==> src/rtl/mem_arbiter.sv <==
// Two-master arbiter in front of a single-port BRAM plus a byte output register.
// Define MEM_ARBITER_RR_EN for round-robin contention; otherwise master 0 has fixed priority.
module mem_arbiter (
  input  logic        clk,
  input  logic        rst,
  input  logic        m0_valid,
  input  logic [31:0] m0_addr,
  input  logic [31:0] m0_wdata,
  input  logic [3:0]  m0_wstrb,
  output logic        m0_ready,
  output logic [31:0] m0_rdata,
  input  logic        m1_valid,
  input  logic [31:0] m1_addr,
  input  logic [31:0] m1_wdata,
  input  logic [3:0]  m1_wstrb,
  output logic        m1_ready,
  output logic [31:0] m1_rdata,
  output logic [9:0]  ram_addr,
  output logic [31:0] ram_wdata,
  output logic [3:0]  ram_we,
  input  logic [31:0] ram_rdata,
  output logic [7:0]  out_byte,
  output logic        out_byte_en,
  output logic        busy,
  output logic        err
);

  typedef enum logic [1:0] {
    IDLE   = 2'd0,
    ACCESS = 2'd1,
    RESP   = 2'd2
  } state_t;

  typedef enum logic [1:0] {
    TGT_RAM = 2'd0,
    TGT_OUT = 2'd1,
    TGT_ERR = 2'd2
  } tgt_t;

  localparam logic [31:0] OUT_ADDR = 32'h1000_0000;

  function automatic tgt_t decode(input logic [31:0] addr);
    if (addr[31:12] == 20'h0) begin
      return TGT_RAM;
    end else if (addr == OUT_ADDR) begin
      return TGT_OUT;
    end else begin
      return TGT_ERR;
    end
  endfunction

  state_t      state_r;
  state_t      state_n_s;
  tgt_t        tgt_r;
  tgt_t        tgt_s;
  logic        gnt_r;
  logic        grant_s;
  logic        req_any_s;
  logic [31:0] sel_addr_s;
  logic [31:0] sel_wdata_s;
  logic [3:0]  sel_wstrb_s;
  logic [9:0]  ram_addr_r;
  logic [31:0] ram_wdata_r;
  logic [3:0]  ram_we_r;
  logic [7:0]  out_byte_r;
  logic        out_byte_en_r;
  logic        err_r;
  logic        m0_ready_r;
  logic        m1_ready_r;
  logic [31:0] resp_data_s;
  logic [31:0] m0_rdata_s;
  logic [31:0] m1_rdata_s;
`ifdef MEM_ARBITER_RR_EN
  logic        last_grant_r;
`endif

  // Pick the winning master and mux its request fields.
  always_comb begin
    grant_s   = 1'b0;
    req_any_s = m0_valid | m1_valid;
    if (m0_valid && m1_valid) begin
`ifdef MEM_ARBITER_RR_EN
      grant_s = ~last_grant_r;
`else
      grant_s = 1'b0;
`endif
    end else if (m1_valid) begin
      grant_s = 1'b1;
    end else begin
      grant_s = 1'b0;
    end
    if (grant_s) begin
      sel_addr_s  = m1_addr;
      sel_wdata_s = m1_wdata;
      sel_wstrb_s = m1_wstrb;
    end else begin
      sel_addr_s  = m0_addr;
      sel_wdata_s = m0_wdata;
      sel_wstrb_s = m0_wstrb;
    end
    tgt_s = decode(sel_addr_s);
  end

  // Next-state logic: IDLE -> ACCESS -> RESP -> IDLE.
  always_comb begin
    state_n_s = state_r;
    case (state_r)
      IDLE: begin
        if (req_any_s) begin
          state_n_s = ACCESS;
        end else begin
          state_n_s = IDLE;
        end
      end
      ACCESS:  state_n_s = RESP;
      RESP:    state_n_s = IDLE;
      default: state_n_s = IDLE;
    endcase
  end

  // State, latched request and all registered outputs; strobes default low each cycle.
  always_ff @(posedge clk) begin
    if (rst) begin
      state_r       <= IDLE;
      tgt_r         <= TGT_RAM;
      gnt_r         <= 1'b0;
      ram_addr_r    <= 10'h0;
      ram_wdata_r   <= 32'h0;
      ram_we_r      <= 4'h0;
      out_byte_r    <= 8'h00;
      out_byte_en_r <= 1'b0;
      err_r         <= 1'b0;
      m0_ready_r    <= 1'b0;
      m1_ready_r    <= 1'b0;
    end else begin
      state_r       <= state_n_s;
      ram_we_r      <= 4'h0;
      out_byte_en_r <= 1'b0;
      err_r         <= 1'b0;
      m0_ready_r    <= 1'b0;
      m1_ready_r    <= 1'b0;
      if (state_r == IDLE && req_any_s) begin
        // Everything the access cycle needs is captured here, so later input changes are ignored.
        gnt_r       <= grant_s;
        tgt_r       <= tgt_s;
        ram_addr_r  <= sel_addr_s[11:2];
        ram_wdata_r <= sel_wdata_s;
        case (tgt_s)
          TGT_RAM: ram_we_r <= sel_wstrb_s;
          TGT_OUT: begin
            if (sel_wstrb_s[0]) begin
              out_byte_r    <= sel_wdata_s[7:0];
              out_byte_en_r <= 1'b1;
            end else begin
              out_byte_en_r <= 1'b0;
            end
          end
          TGT_ERR: err_r <= 1'b1;
          default: err_r <= 1'b1;
        endcase
      end else if (state_r == ACCESS) begin
        m0_ready_r <= ~gnt_r;
        m1_ready_r <= gnt_r;
      end else begin
        gnt_r <= gnt_r;
      end
    end
  end

`ifdef MEM_ARBITER_RR_EN
  // Remember the last winner so a tie goes to the other master.
  always_ff @(posedge clk) begin
    if (rst) begin
      last_grant_r <= 1'b1;
    end else if (state_r == IDLE && req_any_s) begin
      last_grant_r <= grant_s;
    end else begin
      last_grant_r <= last_grant_r;
    end
  end
`endif

  // Response data: BRAM output lands in RESP thanks to its one-cycle latency.
  always_comb begin
    resp_data_s = 32'h0;
    case (tgt_r)
      TGT_RAM: resp_data_s = ram_rdata;
      TGT_OUT: resp_data_s = {24'h0, out_byte_r};
      TGT_ERR: resp_data_s = 32'h0;
      default: resp_data_s = 32'h0;
    endcase
    if (m0_ready_r) begin
      m0_rdata_s = resp_data_s;
    end else begin
      m0_rdata_s = 32'h0;
    end
    if (m1_ready_r) begin
      m1_rdata_s = resp_data_s;
    end else begin
      m1_rdata_s = 32'h0;
    end
  end

  assign m0_ready    = m0_ready_r;
  assign m1_ready    = m1_ready_r;
  assign m0_rdata    = m0_rdata_s;
  assign m1_rdata    = m1_rdata_s;
  assign ram_addr    = ram_addr_r;
  assign ram_wdata   = ram_wdata_r;
  assign ram_we      = ram_we_r;
  assign out_byte    = out_byte_r;
  assign out_byte_en = out_byte_en_r;
  assign err         = err_r;
  assign busy        = (state_r != IDLE);

endmodule

==> config.mk <==
export PLATFORM = sky130hd
export DESIGN_NAME = mem_arbiter
export DESIGN_NICKNAME = d
export VERILOG_FILES = /design/src/rtl/mem_arbiter.sv
export SDC_FILE = /design/constraint.sdc
export NUM_CORES = 1
export LEC_CHECK = 0
export BUFFER_PORTS_ARGS = -buffer_cell sky130_fd_sc_hd__buf_2
export CAP_MARGIN = 30
export CORE_AREA = 3 3 113 115
export DETAILED_ROUTE_END_ITERATION = 10
export DIE_AREA = 0 0 116 118
export HOLD_SLACK_MARGIN = 0.05
export PLACE_DENSITY_LB_ADDON = 0.05
export SLEW_MARGIN = 40
export SYNTH_ARGS = -nofsm -noshare
export SYNTH_HDL_FRONTEND = slang
export SYNTH_SLANG_ARGS = --single-unit
==> constraint.sdc <==
create_clock -name clk -period 1.6 [get_ports clk]
set_clock_uncertainty 0.15 [all_clocks]
set_input_delay 0.24 -clock clk [delete_from_list [all_inputs] [get_ports clk]]
set_output_delay 0.24 -clock clk [all_outputs]
set_load 0.02 [all_outputs]
==> flow_summary.toml <==
[timing]
period_needed_ns = 1.762
setup_viol = 64
tightest_slew_ns = 0.4159
finalSetupTns_ns = -7.693
max_freq_mhz = 567.5
hold_viol = 0
rsz0062_at_grt = "true"
slew_headroom = 0.7227
post-route-period-util = 1.101
timing.final.ws_setup_ns = -0.1622
drv_slew = 0

[cells_and_area]
final_cell_mix = "buf_2, nand2_1, nor2_1"
finalNetCount = 986
drive_above_1_share = 0.5775
register_area_sq_mm = 0.001269
antenna_cells = 0
num-fill-cells = 1057
syn2layout_area_growth_pct = 112.4
multi_input_area_sq_mm = 0.002275
final_common_cell = "buf_2"

[global_routing]
grt_pass1_vias = 4534
grt_pass1_wl_um = 22710
grt_max_degree = 48
antenna_found_initial = 0
grt_usage = 0.2047
overflow = 0

[route]
via_count = 4670
drtPass1Iterations = 6
dr.first_iter.drc_count = 138
antenna_left = 0
drc = 0
routed_wl_um = 16160
routedWlPerCell_um = 16.73
via_per_inst = 4.834

[job]
drv_cap = 0

[power_and_ir_drop]
ir_worst_vdd_uv = 456.1
total_power_mw = 5.350
p_per_area_mw_per_mm2 = 754.4
p_leak_nw = 3.450

[die]
start_util = 0.2803
die_area_sq_mm = 0.01369
die_height_um = 118
rows = 40
dieWidth_um = 116
coreArea_sq_mm = 0.01191
io_pins = 295

[min_path]
min_path_type = "input pin to flop"
min_path_cells = 3
whs_endpoint = "ram_addr[1]"
hold_path.startpoint = "m1_addr[3]"

[yosys]
async_flop_share = 0
ys_ff_latch = 63
synth_cell_types = 34
syn-mean-instance-area_sq_um = 7.818
synth_seq_area_share = 0.3778
synth_fp_nets = 599
syn_area_sq_mm = 0.003338
synth_cells = 427
synth_top_flop_cell = "dfxtp_1"
synth_edf_count = 0
yosys_warnings = 0

[cts]
clockBufferDepth = 2
numCtsBuffers = 9
cts.htree.levels = 3
cts_tree = "yes"
cts.sinks = 63
clk_pin_slew_ns = 0.05
cts_root_buffer = "clkbuf_16"
clk_latency_ns = 0.31

[placed_design]
gp_congestion = 0.7949
portBuffers = 294
dpl.hpwl_um = 10710

[setup_path]
slowest_delay_ns = 0.33
cp_num_buf_inv = 2
cpLargestDelayFamily = "simple AND/OR/NAND/NOR gates"
crit_slowest_cell = "dfxtp_2"
r2r_slack_ns = 0.02
cp_max_fo = 24
timing.critical_path.from_type = "flop"
path_cells = "nand2b_4 -> nor2_4 -> buf_12 -> and2_2 -> buf_6"
cp.arrival_ns = 1.37
cp_data_required_time_ns = 1.21
r2r_cells = 9
worst_setup_path_end_kind = "primary output"
crit_type = "flop to primary output"
crit-reg2reg-launch = "state_r[0]"
rr_endpoint = "ram_wdata[9]"

[outcome]
violations = "negative setup slack"
status = "finished, violations left"
## cell type report
class | count | share of cell area
clock buffer | 12 | 0.03476
timing repair buffer | 408 | 0.4303
inverter | 5 | 0.002999
clock inverter | 4 | 0.006351
multi-input combinational | 327 | 0.3207
sequential | 63 | 0.1789
tap | 147 | 0.02594
## state kept, by name, summed over array words and instances, names as in the netlist
| name | count |
|---|---|
| state_r | 2 |
| m0_ready | 1 |
| out_byte_en | 1 |
| tgt_r | 2 |
| out_byte | 8 |
| ram_addr | 10 |
| ram_we | 4 |
| m1_ready | 1 |
| err | 1 |
| gnt_r | 1 |
| ram_wdata | 32 |
## where the power goes
| group | leakage [nW] | switching, mW | internal (mW) |
|---|---|---|---|
| sequential | 0.521 | 0.0749 | 1.71 |
| clock | 0.146 | 0.689 | 1.24 |
| combinational | 2.78 | 0.830 | 0.810 |
## through the flow
| step | hold slack, ns | cell area [sq um] | setup WS, ns | cells | utilization |
|---|---|---|---|---|---|
| floorplan | 0.1806 | 3435 | -0.1205 | 427 | - |
| global placement | 0.2810 | 5294 | -0.4403 | 871 | 0.4444 |
| detailed placement | 0.2810 | 5294 | -0.4774 | 871 | 0.4444 |
| CTS | 0.05016 | 6624 | -0.1576 | 950 | 0.5561 |
| global route | 0.06083 | 7092 | -0.2242 | 966 | 0.5954 |
| finish | 0.05519 | 7092 | -0.1622 | 966 | 0.5954 |
## cell families after synthesis
family,synth area share
AOI/OAI and AO/OA,0.1443
and+or+nand+nor,0.3609
DFF,0.3778
buffers and inverters,0.04648
muxes,0.07046
## Yosys cell counts (2+ instances only)
master,number,area share
nor2_1,77,0.087
nand2_1,75,0.084
dfxtp_1,63,0.38
and2_1,49,0.092
a311oi_1,34,0.089
clkbuf_1,18,0.020
mux2i_1,13,0.039
nor3_1,11,0.016
nor4_1,11,0.021
buf_2,10,0.015
a21oi_1,9,0.013
a211oi_1,6,0.013
nor2b_1,6,0.011
inv_1,5,0.0056
nand4_1,5,0.0094
a41o_2,4,0.013
mux2_2,4,0.013
mux2_4,4,0.018
buf_1,3,0.0034
nor3b_1,3,0.0067
nand2b_1,2,0.0037
nand3_1,2,0.0030
nand3_2,2,0.0060
## timing repair
action,CTS,global route
resized for setup,126,57
hold endpoints to repair,31,0
gates cloned,0,9
setup buffers,2,8
endpoints found under the setup margin,80,117
hold buffers,61,0
pin swaps,11,35
## worst register-to-register path, cell delays in order, from the launching register on
cell,delay (ns)
dfxtp_2,0.33
nor2_4,0.11
buf_6,0.11
inv_4,0.03
nor2_4,0.09
buf_12,0.14
buf_6,0.12
clkbuf_16,0.15
nor2_1,0.04
a311oi_1,0.22
## per-layer routing
layer  vias to the layer above  part of all wire  track usage
li1                       2261                 -            -
met1                      2199              0.39       0.2252
met2                       180              0.52       0.3712
met3                        30             0.065      0.06015
met4                         0             0.022      0.06381
met5                         -                 0            0
## worst max path at each step
stage	start	endpoint	slack (ns)	depth (start not counted)
2_1_floorplan	m0_addr[11]	out_byte[0]	-0.12	5
3_3_place_gp	m1_addr[11]	out_byte[1]	-0.44	7
3_5_place_dp	m1_addr[9]	out_byte[0]	-0.48	6
4_1_cts	tgt_r[1]	m0_rdata[14]	-0.16	5
5_1_grt	tgt_r[1]	m0_rdata[22]	-0.22	5
6_report	tgt_r[1]	m0_rdata[22]	-0.16	5
Power figures use the tool's default switching activity.
